==> src/rtl/instr_fetch.sv <==
`default_nettype none
// ============================================================================
// Module   : instr_fetch
// Brief    : Instruction fetch unit. Walks pc through instruction memory,
//            buffers {pc, ins} pairs in a 2-entry FIFO toward decode, stops on
//            a halt word or an out-of-range pc, and restarts on redirect.
// Revision : 1.0 - initial release
// ============================================================================
module instr_fetch #(
    parameter int unsigned RESET_PC  = 0,
    parameter logic [31:0] HALT_WORD = 32'hFFFFFFFF,
    parameter int unsigned MEM_SIZE  = 1000
) (
    input  logic        clk,
    input  logic        rst_n,
    output logic [31:0] pc,
    input  logic [31:0] ins,
    input  logic        redirect_valid,
    input  logic [31:0] redirect_pc,
    output logic        out_valid,
    input  logic        out_ready,
    output logic [31:0] out_ins,
    output logic [31:0] out_pc,
    output logic        halted,
    output logic        fault
);

    localparam logic [31:0] c_RESET_PC = 32'(RESET_PC);
    localparam logic [31:0] c_MEM_SIZE = 32'(MEM_SIZE);

    typedef enum logic [1:0] {
        S_RUN   = 2'd0,
        S_HALT  = 2'd1,
        S_FAULT = 2'd2
    } state_t;

    state_t      r_state;
    state_t      w_state_nxt;

    logic [31:0] r_pc;
    logic [31:0] r_fifo_pc  [2];
    logic [31:0] r_fifo_ins [2];
    logic        r_rd_ptr;
    logic        r_wr_ptr;
    logic [1:0]  r_count;

    logic        w_pop;
    logic        w_attempt;
    logic        w_oob;
    logic        w_is_halt;
    logic        w_push;

    // A full FIFO can still take a fetch when its head leaves in the same cycle.
    assign w_pop     = (r_count != 2'd0) && out_ready;
    assign w_attempt = (r_state == S_RUN) && ((r_count != 2'd2) || w_pop);
    assign w_oob     = (r_pc > c_MEM_SIZE);
    assign w_is_halt = (ins == HALT_WORD);
    assign w_push    = w_attempt && !w_oob && !w_is_halt;

    assign pc        = r_pc;
    assign out_valid = (r_count != 2'd0);
    assign out_ins   = r_fifo_ins[r_rd_ptr];
    assign out_pc    = r_fifo_pc[r_rd_ptr];
    assign halted    = (r_state == S_HALT);
    assign fault     = (r_state == S_FAULT);

    // State register.
    always_ff @(posedge clk or negedge rst_n) begin
        if (!rst_n) begin
            r_state <= S_RUN;
        end else begin
            r_state <= w_state_nxt;
        end
    end

    // Next state: redirect wins; otherwise a fetch attempt may stop the unit.
    always_comb begin
        w_state_nxt = r_state;
        if (redirect_valid) begin
            w_state_nxt = S_RUN;
        end else if (w_attempt && w_oob) begin
            w_state_nxt = S_FAULT;
        end else if (w_attempt && w_is_halt) begin
            w_state_nxt = S_HALT;
        end
    end

    // Program counter: advances only when a word is actually enqueued.
    always_ff @(posedge clk or negedge rst_n) begin
        if (!rst_n) begin
            r_pc <= c_RESET_PC;
        end else if (redirect_valid) begin
            r_pc <= redirect_pc;
        end else if (w_push) begin
            r_pc <= r_pc + 32'd1;
        end
    end

    // FIFO pointers, occupancy and storage; redirect discards everything.
    always_ff @(posedge clk or negedge rst_n) begin
        if (!rst_n) begin
            r_rd_ptr      <= 1'b0;
            r_wr_ptr      <= 1'b0;
            r_count       <= 2'd0;
            r_fifo_pc[0]  <= 32'd0;
            r_fifo_pc[1]  <= 32'd0;
            r_fifo_ins[0] <= 32'd0;
            r_fifo_ins[1] <= 32'd0;
        end else if (redirect_valid) begin
            r_rd_ptr <= 1'b0;
            r_wr_ptr <= 1'b0;
            r_count  <= 2'd0;
        end else begin
            if (w_push) begin
                r_fifo_pc[r_wr_ptr]  <= r_pc;
                r_fifo_ins[r_wr_ptr] <= ins;
                r_wr_ptr             <= ~r_wr_ptr;
            end
            if (w_pop) begin
                r_rd_ptr <= ~r_rd_ptr;
            end
            r_count <= r_count + {1'b0, w_push} - {1'b0, w_pop};
        end
    end

endmodule
`default_nettype wire

==> config.mk <==
export PLATFORM = sky130hd
export DESIGN_NAME = instr_fetch
export DESIGN_NICKNAME = d
export VERILOG_FILES = /design/src/rtl/instr_fetch.sv
export SDC_FILE = /design/constraint.sdc
export NUM_CORES = 1
export LEC_CHECK = 0
export CAP_MARGIN = 10
export CORE_ASPECT_RATIO = 0.75
export CORE_MARGIN = 2
export CORE_UTILIZATION = 50
export CTS_CLUSTER_SIZE = 20
export DETAILED_ROUTE_END_ITERATION = 16
export MAX_ROUTING_LAYER = met4
export PLACE_DENSITY = 0.91
export REMOVE_ABC_BUFFERS = 1
export SLEW_MARGIN = 25
export SYNTH_ARGS = -nofsm -noshare
export SYNTH_HDL_FRONTEND = slang
export SYNTH_SLANG_ARGS = --single-unit
export TNS_END_PERCENT = 50
==> constraint.sdc <==
create_clock -name clk -period 3.65 [get_ports clk]
set_input_delay 0.5475 -clock clk [delete_from_list [all_inputs] [get_ports clk]]
set_output_delay 0.5475 -clock clk [all_outputs]
set_load 0.01 [all_outputs]
======== After elaboration in Yosys (flattened, before gate mapping) ========
Index checks and enable logic that the tools add are counted.
W data, S select, Z words.
storage, ports and cells
  output and inout bits ................... 99
  bits of input ports ..................... 68
  logic and storage cells ................. 61
  register bits after elaboration ......... 166
cells by class
  bitwise logic cells ..................... 5
  multiplexer cells ....................... 20
  $add $sub $neg .......................... 3
  equality and inequality tests ........... 4
  order comparisons ....................... 4
  reduce and logical (&&, ||, !) cells .... 16
operator list
  operator                 number
  $mux W32                 9
  $bwmux W64               2
  $add A32 B1 Y32 const B  1
  $demux W32 S1            1
  $eq A32 B32 Y1 const B   1
  $gt A32 B10 Y1 const B   1
  $mux W2                  4
  $logic_and A1 B1 Y1      7
  $reduce_bool A2 Y1       3
  $ge A2 B2 Y1 const B     2
  $mux W1                  4
  $not A1 Y2               2
  $not A1 Y1               3
  $reduce_bool A3 Y1       1
  $add A2 B1 Y2            1
  $eq A2 B1 Y1 const B     1
  $eq A2 B2 Y1 const B     1
  $logic_not A1 Y1         2
  $logic_not A2 Y1         1
  $lt A2 B1 Y1 const B     1
  $ne A2 B2 Y1 const B     1
  $reduce_and A2 Y1        1
  $sub A2 B1 Y2            1
  $logic_or A1 B1 Y1       1

======== Depth between registers and ports, before layout ========
  depth in word-level cells ............... 9
  mapped depth ............................ 12
  mapped depth without buffers ............ 12

======== Worst setup path before layout ========
No wires, ideal clock.
  kind .................................... flip-flop to flip-flop
  start ................................... register r_pc[27], in the netlist pc[27]
  end ..................................... register r_fifo_ins[10] in the netlist's numbering
  data arrival time ....................... 2.911 ns
  library setup time ...................... 0.125 ns
  required time ........................... 3.525 ns
  cell stages (with the launch flop) ...... 9
  path slack .............................. 0.614 ns
  path buffers ............................ 3
  period minus slack after synthesis ...... 3.036 ns
  cells stage by stage .................... dfrtp_1 or4_1 or4_1 clkbuf_2 nor4_4 and3_1 buf_6 buf_12 mux2_4
between the ends
  cells in the longest elaborated chain, start to end .. 5
ends and longest elaborated chain
  element                             line  RTL
  start: declaration                  40    logic [31:0] r_pc;
  start signal: assignment            91    r_pc <= c_RESET_PC;
  start signal: assignment            93    r_pc <= redirect_pc;
  start signal: assignment            95    r_pc <= r_pc + 32'd1;
  $gt A32 B10 Y1                      56    assign w_oob = (r_pc > c_MEM_SIZE);
  $logic_not A1 Y1                    58    assign w_push = w_attempt && !w_oob && !w_is_halt;
  $logic_and A1 B1 Y1 (2 in a row)    58
  $reduce_and A2 Y1 (no source line)  --
  end signal: indexed assignment      116   r_fifo_ins[r_wr_ptr] <= ins;
  end: declaration                    42    logic [31:0] r_fifo_ins [2];
No other way between the ends.
A chain may end at the register's enable or synchronous reset.

======== Worst setup path in the final report ========
  start ................................... register r_pc[27], in the netlist pc[27]
  end ..................................... register r_fifo_ins[1] in the netlist's numbering
The elaborated chain is that of the path after synthesis.

==> results by group <==
Yosys
  – Post-synth ARST share: 100.0%
  – Total number of yosys warnings: 0
  – #FFs+latches synth: 166
  – EDFF count, synth: 0
  – Netlist cell types: 37
  – Top FF cell, synth: dfrtp_1
  – Register area share after synthesis: 56.73%
  – Cells after Synth: 510
  – Mean Syn Cell Area: 14.36 um^2
  – Post-Syn Area: 7322 um^2

GRT
  – Vias in the first global route: 5200
  – Gr usage total: 23.72%
  – Largest net degree at the start of global routing: 81
  – First-pass GRT wire length: 27.50 mm
  – Initial antenna violation count: 0
  – Global route overflow: 0

CTS
  – CTS clk-pin slew, worst paths: 0.06 ns
  – Sink Count: 166
  – H-tree lvl count: 4
  – CTS Buffer Depth: 2
  – CTS buffer count: 17
  – Cts repair resizes: 0
  – Hold buffers post-CTS: 0
  – Clock Latency Late Sink: 0.42 ns
  – CTS tree: built
  – Root Buffer: clkbuf_16
  – Setup Buffers After CTS: 0

Final layout
  – Register area: 4155 um^2
  – Final #Nets: 754
  – Final core occ: 67.96%
  – Synthesis-to-layout area growth: 33.71%
  – Fin cells: 895
  – Antenna cells: 0
  – Most frequent cells in the layout: clkdlybuf4s50_1 (165), dfrtp_1 (165), mux2_2 (132), mux2_4 (38), nor2b_1 (26)
  – Layout cell share with drive strength beyond 1: 31.94%
  – Area of the multi-input gates: 2968 um^2
  – FILL cells: 987

Place
  – DP HPWL: 11.99 mm
  – Placed cells: 863
  – Port bufs: 166
  – Placer Congestion: 0.8778

Timing
  – Fmax: 0.2864 GHz
  – Setup Skew: 0.007228 ns
  – Slew margin rel.: 46.72%
  – Min Clock Period, post-route: 3.492 ns
  – RSZ-0062 raised after global routing: false
  – Fin. Hold Viols: 0
  – Hold Slack: 0.1653 ns
  – Period utilization: 95.67%
  – Final-report setup violation count: 0
  – Slew @ Worst Pin: 0.7918 ns
  – Max-slew violations: 0
  – Setup TNS: 0 ns

Worst setup path
  – Buf/Inv on CP: 1
  – Slowest-stage cell, CP: nor4_4
  – Most frequent CP cell: or4_1
  – CP delay by family, top: simple AND/OR/NAND/NOR gates
  – WS Path Type: flip-flop to flip-flop
  – Startpoint types: flip-flop
  – CP endpoint kind: flip-flop
  – Critical path, cell by cell: or4_1 -> or4_1 -> nor4_4 -> and3_4 -> buf_12 -> mux2_2
  – Critical path data arrival time: 3.80 ns
  – Crit-path max FO: 29
  – Worst EP required: 3.95 ns
  – Crit-path max cell delay: 0.73 ns

Floorplanning
  – Die Wd: 143.7 um
  – Die height: 108.8 um
  – Top-Level Pins: 167
  – Initial Util: 50.83%
  – Row Count: 38
  – Die Area: 15640 um^2
  – Core Box Area: 14410 um^2

Power and ir drop
  – Combinational share of power: 16.1%
  – Seq pwr share: 44.8%
  – Power Dens Cells: 457.0 nW/um^2
  – Sw Share: 25.60%
  – Cell internal pwr: 3.329 mW
  – Net load switching power: 1.145 mW
  – Total power: 4.474 mW
  – Leak pwr: 4.448 nW
  – Clock Power Share: 39.1%
  – Max IR drop VDD: 0.3887 mV

Detailed routing
  – Iter 0 DRT Violations: 259
  – Via/cell ratio: 5.391
  – Post-route ant nets: 0
  – WL per Instance: 19.20 um
  – DR vias: 4825
  – DRC: 0
  – Total Wirelength: 17.18 mm
  – TritonRoute pass-1 iters: 4

Hold path
  – Worst min path class: input pin to async pin

Job
  – Max Cap Violations: 0

Status
  – Status: completed
-- layout make-up --
| cell class | instances | area share (%) |
|---|---|---|
| Clock buffer | 17 | 4.345 |
| Clock inverter | 15 | 1.585 |
| Inverter | 7 | 0.2684 |
| Multi-Input combinational cell | 311 | 30.31 |
| Sequential cell | 166 | 42.44 |
| Tap cell | 200 | 2.556 |
| Timing Repair Buffer | 179 | 18.49 |
-- synthesized netlist by cell type (2+ instances only) --
master    instances  area [um^2]
mux2_2          132         1486
and2_1           23        143.9
clkbuf_1         14        52.55
inv_1             7        26.28
buf_12            4        80.08
nand3_1           2        10.01
buf_2             6        30.03
nor4_1            8        50.05
ha_1              4        50.05
mux2_4           38        570.6
nor2b_1          26        162.7
nand2_1          10        37.54
nor2_1           11        41.29
a21oi_1           3        15.01
or3_1             3        18.77
nor3_1            3        15.01
o21ai_0           6        30.03
nand4_1          13        81.33
dfrtp_1         166         4154
a31oi_1           2        12.51
or4_1             4        30.03
and3_1            2        12.51
mux2i_1           2        20.02
xnor2_1           8        70.07
-- flip-flops by register name, summed over array words and instances, names as in the netlist --
name        count
r_state         2
r_fifo_ins     64
r_fifo_pc      64
pc             32
r_count         2
r_rd_ptr        1
r_wr_ptr        1
-- power groups by stage --
stage          Clock, mW  Combinational (mW)  Sequential (mW)
2_1_floorplan          0               0.283             2.06
3_3_place_gp           0               0.701             2.03
3_5_place_dp           0               0.716             2.04
4_1_cts             1.78               0.725             2.00
5_1_grt             1.87               0.774             2.01
6_report            1.75               0.719             2.00
-- cells by family after synthesis --
logic type / synth area share [%]
AOI/OAI and AO/OA: 1.247
xor gates and xnor gates: 1.077
adders and majority gates: 0.6836
buffers and inverters: 2.803
DFF: 56.73
muxes: 28.37
and+or+nand+nor: 9.091
-- routing by layer --
| metal | up-vias | global-route usage (%) | routed length, um |
|---|---|---|---|
| met4 | 0 | 9.314 | 344 |
| met1 | 2457 | 30.85 | 7549 |
| met2 | 193 | 36.05 | 8028 |
| met3 | 29 | 6.061 | 1258 |
| li1 | 2146 | - | - |
| met5 | - | - | 0 |
-- through the flow --
| stage | cell area, um^2 | worst slack [ns] |
|---|---|---|
| floorplan | 7143 | -1.028 |
| finish | 9791 | 0.1581 |
| CTS | 9791 | 0.1839 |
| detailed placement | 9210 | 0.1995 |
| global route | 9791 | 0.01769 |
| global placement | 9210 | 0.3375 |
-- final timing paths --
kind                            endpoint  slack (ns)  depth (start not counted)     startpoint
max                        r_fifo_ins[1]        0.16                          6         pc[27]
min                        r_fifo_pc[22]        0.17                          1          rst_n
max reg2reg                r_fifo_ins[1]        0.16                          6         pc[27]
min reg2reg                r_fifo_pc[45]        0.48                          1  r_fifo_pc[45]
max in group asynchronous  r_fifo_pc[27]        2.54                          2          rst_n
min in group clk           r_fifo_pc[45]        0.48                          1  r_fifo_pc[45]
No activity file was read; power rests on OpenSTA's default activity.
